--- config.mk ---
export PLATFORM = sky130hd
export DESIGN_NAME = seq_serializer
export DESIGN_NICKNAME = d
export VERILOG_FILES = /design/src/rtl/seq_pkg.sv /design/src/rtl/seq_serializer.sv
export SDC_FILE = /design/constraint.sdc
export NUM_CORES = 1
export LEC_CHECK = 0
export ABC_AREA = 1
export CORE_MARGIN = 1.5
export CORE_UTILIZATION = 48
export DETAILED_ROUTE_END_ITERATION = 10
export PLACE_DENSITY_LB_ADDON = 0.08
export SYNTH_ARGS = -nofsm -noshare
export SYNTH_HDL_FRONTEND = slang
export SYNTH_SLANG_ARGS = --single-unit
--- constraint.sdc ---
create_clock -name clk -period 1.21 [get_ports clk]
set_input_delay 0.1815 -clock clk [delete_from_list [all_inputs] [get_ports clk]]
set_output_delay 0.1815 -clock clk [all_outputs]
set_load 0.02 [all_outputs]
--- src/rtl/seq_pkg.sv ---
// -----------------------------------------------------------------------------
// seq_pkg -- definitions shared by the serializer and the downstream pattern
// detector.
//   SEQ_WIDTH      : default parallel word width
//   ser_state_e    : serializer FSM states (IDLE, SHIFT, PARITY)
//   even_parity32  : XOR-reduction helper used when SER_PARITY_EN is defined
// -----------------------------------------------------------------------------
package seq_pkg;

    localparam int SEQ_WIDTH = 8;

    typedef enum logic [1:0] {
        IDLE   = 2'd0,
        SHIFT  = 2'd1,
        PARITY = 2'd2
    } ser_state_e;

    // Even parity of a zero-extended word: XOR of all bits.
    function automatic logic even_parity32(input logic [31:0] v);
        return ^v;
    endfunction

endpackage

--- src/rtl/seq_serializer.sv ---
// -----------------------------------------------------------------------------
// seq_serializer -- parallel-to-serial converter, MSB first, with a one-word
// holding register so consecutive words stream without gaps.
//
// Optional feature: define SER_PARITY_EN to append one even-parity bit after
// each word's data bits (word_done then marks the parity bit).
//
// Ports
//   clk        : system clock, rising edge
//   rstn       : synchronous active-low reset
//   din        : parallel word (WIDTH bits)
//   din_valid  : din holds a valid word
//   din_ready  : block can accept din this cycle (!hold_full, 0 in reset)
//   sout       : serial stream bit (to the downstream pattern detector)
//   sout_valid : sout carries a stream bit this cycle
//   word_done  : pulse on the final bit of each word
//   busy       : shifter or holding register occupied
// -----------------------------------------------------------------------------
module seq_serializer
    import seq_pkg::*;
#(
    parameter int WIDTH = SEQ_WIDTH
) (
    input  logic             clk,
    input  logic             rstn,
    input  logic [WIDTH-1:0] din,
    input  logic             din_valid,
    output logic             din_ready,
    output logic             sout,
    output logic             sout_valid,
    output logic             word_done,
    output logic             busy
);

    localparam int             CW       = (WIDTH > 1) ? $clog2(WIDTH) : 1;
    localparam logic [CW-1:0]  LAST_CNT = CW'(WIDTH - 1);
    localparam logic [CW-1:0]  ONE_CNT  = CW'(1);

    ser_state_e       state_q, state_d;
    logic [WIDTH-1:0] shift_q, shift_d;
    logic [WIDTH-1:0] hold_q, hold_d;
    logic             hold_full_q, hold_full_d;
    logic [CW-1:0]    bit_cnt_q, bit_cnt_d;
    logic             sout_q, sout_d;
    logic             sout_valid_q, sout_valid_d;
    logic             word_done_q, word_done_d;
    logic             busy_q, busy_d;
`ifdef SER_PARITY_EN
    logic             par_q, par_d;
`endif

    logic accept_s;
    logic load_hold_s;
    logic load_din_s;

    // Ready depends only on the holding register; forced low during reset.
    assign din_ready = rstn & ~hold_full_q;
    assign accept_s  = din_valid & din_ready;

    // Next-state, datapath and registered-output computation.
    always_comb begin
        state_d      = state_q;
        shift_d      = shift_q;
        hold_d       = hold_q;
        hold_full_d  = hold_full_q;
        bit_cnt_d    = bit_cnt_q;
        sout_d       = 1'b0;
        sout_valid_d = 1'b0;
        word_done_d  = 1'b0;
        load_hold_s  = 1'b0;
        load_din_s   = 1'b0;
`ifdef SER_PARITY_EN
        par_d        = par_q;
`endif

        case (state_q)
            IDLE: begin
                // A held word has priority; otherwise an accepted word goes
                // straight into the shifter so its MSB appears next cycle.
                if (hold_full_q) begin
                    load_hold_s = 1'b1;
                end else if (accept_s) begin
                    load_din_s = 1'b1;
                end else begin
                    state_d = IDLE;
                end
            end
            SHIFT: begin
                if (bit_cnt_q == LAST_CNT) begin
`ifdef SER_PARITY_EN
                    state_d = PARITY;
`else
                    if (hold_full_q) begin
                        load_hold_s = 1'b1;
                    end else begin
                        state_d = IDLE;
                    end
`endif
                end else begin
                    shift_d   = {shift_q[WIDTH-2:0], 1'b0};
                    bit_cnt_d = bit_cnt_q + ONE_CNT;
                end
            end
            PARITY: begin
`ifdef SER_PARITY_EN
                if (hold_full_q) begin
                    load_hold_s = 1'b1;
                end else begin
                    state_d = IDLE;
                end
`else
                state_d = IDLE;
`endif
            end
            default: begin
                state_d = IDLE;
            end
        endcase

        if (load_hold_s) begin
            state_d   = SHIFT;
            shift_d   = hold_q;
            bit_cnt_d = '0;
`ifdef SER_PARITY_EN
            par_d     = even_parity32(32'(hold_q));
`endif
        end else if (load_din_s) begin
            state_d   = SHIFT;
            shift_d   = din;
            bit_cnt_d = '0;
`ifdef SER_PARITY_EN
            par_d     = even_parity32(32'(din));
`endif
        end else begin
            shift_d = shift_d;
        end

        // Holding register: an accept that did not go straight to the
        // shifter lands here; a reload empties it unless refilled.
        if (accept_s && !load_din_s) begin
            hold_d      = din;
            hold_full_d = 1'b1;
        end else if (load_hold_s) begin
            hold_full_d = 1'b0;
        end else begin
            hold_full_d = hold_full_q;
        end

        // Outputs are registered, derived from the next state.
        case (state_d)
            SHIFT: begin
                sout_d       = shift_d[WIDTH-1];
                sout_valid_d = 1'b1;
`ifdef SER_PARITY_EN
                word_done_d  = 1'b0;
`else
                word_done_d  = (bit_cnt_d == LAST_CNT);
`endif
            end
            PARITY: begin
`ifdef SER_PARITY_EN
                sout_d       = par_d;
                sout_valid_d = 1'b1;
                word_done_d  = 1'b1;
`else
                sout_d       = 1'b0;
                sout_valid_d = 1'b0;
                word_done_d  = 1'b0;
`endif
            end
            default: begin
                sout_d       = 1'b0;
                sout_valid_d = 1'b0;
                word_done_d  = 1'b0;
            end
        endcase

        busy_d = (state_d != IDLE) || hold_full_d;
    end

    // State and output registers with synchronous active-low reset.
    always_ff @(posedge clk) begin
        if (!rstn) begin
            state_q      <= IDLE;
            shift_q      <= '0;
            hold_q       <= '0;
            hold_full_q  <= 1'b0;
            bit_cnt_q    <= '0;
            sout_q       <= 1'b0;
            sout_valid_q <= 1'b0;
            word_done_q  <= 1'b0;
            busy_q       <= 1'b0;
`ifdef SER_PARITY_EN
            par_q        <= 1'b0;
`endif
        end else begin
            state_q      <= state_d;
            shift_q      <= shift_d;
            hold_q       <= hold_d;
            hold_full_q  <= hold_full_d;
            bit_cnt_q    <= bit_cnt_d;
            sout_q       <= sout_d;
            sout_valid_q <= sout_valid_d;
            word_done_q  <= word_done_d;
            busy_q       <= busy_d;
`ifdef SER_PARITY_EN
            par_q        <= par_d;
`endif
        end
    end

    assign sout       = sout_q;
    assign sout_valid = sout_valid_q;
    assign word_done  = word_done_q;
    assign busy       = busy_q;

endmodule
==> results.cfg <==
[sta]
hold_viol_final = 0
drv_slew = 0
layout_worst_path_cycle_share_pct = 109
clock-skew-final_ns = 0.00605
fmax_ghz = 0.757
setup_violations = 10
timing.hold.ws_ns = 0.418
tns_ns = -0.558
fin_ws_ns = -0.111
rsz0062_at_grt = yes
min_period_ns = 1.32

[global_route]
track_usage_pct = 21.6
grt_pass1_vias = 1101
grt_max_degree = 16
grt_antenna_before_repair = 0
grt_pass1_wl_um = 4410
grt_overflow = 0

[pwr]
intPower_w = 0.00118
pwr-share-comb_pct = 21.1
power_density_mw_per_mm2 = 1010
switchingPower_w = 0.000481
leakage_nw = 0.774
seqPwrFrac_pct = 56.9
peakVddDrop_mv = 0.997
clock_power_share_pct = 22.0
power_w = 0.00166
power.share.switching_pct = 28.9

[cells_and_area]
layout_common_cells = 32 x nand2_1, 30 x nor2_1, 21 x dfxtp_1
layout.nets = 212
final_common_cell = nand2_1
nFillCells = 217
drive_above_1_share_pct = 31.3
areaGrowthSynthToFinish_pct = 35.7
diodes = 0

[setup_path]
cp.required_ns = 1.43
crit_family = simple AND/OR/NAND/NOR gates
crit_arrival_ns = 1.54
cp.buffers_inverters = 1
crit_chain = ha_4, nand2_4, nand2_4, nand2_8, nand2_8, nor2_4, buf_4, a21oi_2
r2r_slack_ns = -0.11
slowest_stage = dfxtp_2
worstSetupStartpointType = register
endpoint_kind = register
slowest_delay_ns = 0.36
critical_path_class = register to register
critPathMaxFanout = 7

[logic_synthesis]
synth_nets = 181
synth_seq_cells = 26
ys_seq_area_share_pct = 42.8
synth_cells = 169
yosys_warnings = 0
syn_avg_cell_area_um2 = 7.19
synth_area_mm2 = 0.00121
synth.distinct_cells = 23

[placed_design]
portBuffers = 15
place_ws_ns = -0.522
post-dp-hpwl_um = 1930
gp_congestion = 0.740

[clock_tree]
clkSinkCount = 26
cts-root-buf = clkbuf_4
cts-buffers-inserted = 3
insertion_delay_ns = 0.32
ctsHoldBuffers = 0
htreeDepth = 1
clk_pin_slew_worst_paths_ns = 0.13
clockBufferDepth = 2
cts_tree = done

[route]
vias_per_cell = 4.83
wire_per_inst_um = 11.6
wl_um = 2650
drt_iter0_markers = 19
drt_pass1_iterations = 6
ant_nets = 0
vias = 1102
drc = 0

[run_status]
failed_checks = negative setup slack
status = complete, but fails checks

[die]
die_y_um = 53.3
boundaryPins = 16
fp.dieW_um = 53.3
fp-row-count = 18
start_util_pct = 49.9
die-area_mm2 = 0.00284
core_area_mm2 = 0.00243

[run]
cap_viol_max_count = 0

[min_path]
holdCritPathClass = primary input to register
## layout make-up
type | count | area (um^2) | area share, %
timing repair buffer | 29 | 259 | 15.7
inverter | 22 | 97.6 | 5.92
tap | 30 | 37.5 | 2.28
multi-input combinational | 118 | 701 | 42.5
sequential | 26 | 532 | 32.2
clock buffer | 3 | 22.5 | 1.37
## sequential cells by signal, summed over array words and instances, names as in the netlist
signal	cells
bit_cnt_q	3
busy	1
hold_full_q	1
hold_q	8
shift_q	8
sout	1
sout_valid	1
state_q	2
word_done	1
## through the flow
| step | util (%) | instances | cell area [um^2] |
|---|---|---|---|
| after floorplan | - | 169 | 1240 |
| after global placement | 60.3 | 221 | 1470 |
| after detailed placement | 60.3 | 221 | 1470 |
| after CTS | 64.5 | 226 | 1570 |
| after global routing | 67.8 | 228 | 1650 |
| final | 67.8 | 228 | 1650 |
## layer usage
layer | share of wire (%) | track usage (%) | wire, um | up-vias
li1 | - | - | - | 574
met1 | 41 | 21.9 | 1080 | 497
met2 | 53 | 41.4 | 1420 | 24
met3 | 3.1 | 2.82 | 82 | 7
met4 | 2.6 | 12.0 | 69 | 0
met5 | 0 | 0 | 0 | -
## cells by family (layout without fill, tap and decap cells)
| family | count (synthesis) | count (layout) | synth area share, % |
|---|---|---|---|
| AO/OA/AOI/OAI | 18 | 18 | 7.42 |
| XOR/XNOR | 1 | 1 | 0.721 |
| adder cells (fa/ha/maj) | 1 | 1 | 1.03 |
| buffers and inverters | 26 | 54 | 11.5 |
| flip-flops | 26 | 26 | 42.8 |
| other | 1 | 1 | 0.309 |
| AND/OR/NAND/NOR | 96 | 97 | 36.1 |
## cell usage after synthesis (all sizes together)
| cell | instances | area [um^2] |
|---|---|---|
| nand2 | 46 | 195 |
| nor2 | 39 | 175 |
| dfxtp | 26 | 521 |
| inv | 22 | 92.6 |
| nand3 | 10 | 62.6 |
| o21ai | 10 | 50.1 |
| a21oi | 8 | 40.0 |
| buf | 3 | 33.8 |
| clkbuf | 1 | 13.8 |
| conb | 1 | 3.75 |
| ha | 1 | 12.5 |
| nand2b | 1 | 6.26 |
| xor2 | 1 | 8.76 |
## path summary, 6_finish.rpt
| path | startpoint | end | cells past startpoint |
|---|---|---|---|
| max | bit_cnt_q[0] | busy | 8 |
| min | din[0] | hold_q[0] | 3 |
| max reg2reg | bit_cnt_q[0] | busy | 8 |
| min reg2reg | hold_q[7] | shift_q[7] | 2 |
## power groups by stage
stage / clock, W / sequential (W) / combinational [W]
after floorplan: 0 / 0.000962 / 0.000197
after global placement: 0 / 0.000958 / 0.000288
after detailed placement: 0 / 0.000962 / 0.000295
after CTS: 0.000379 / 0.000945 / 0.000318
after global routing: 0.000402 / 0.000951 / 0.000390
final: 0.000365 / 0.000945 / 0.000351
## worst min-delay path, delay by kind of cell
kind / cells / cell delay [ns]
buffers and inverters: 2 / 0.47
AOI/OAI and AO/OA: 1 / 0.06
## what timing repair did
item                       in CTS  in global routing
setup buffers                   1                  3
pin swaps                       8                  9
cloned                          1                  0
setup endpoints to repair      27                 26
resized for setup              30                 22
Note: power is estimated with default switching activity, not from simulation.
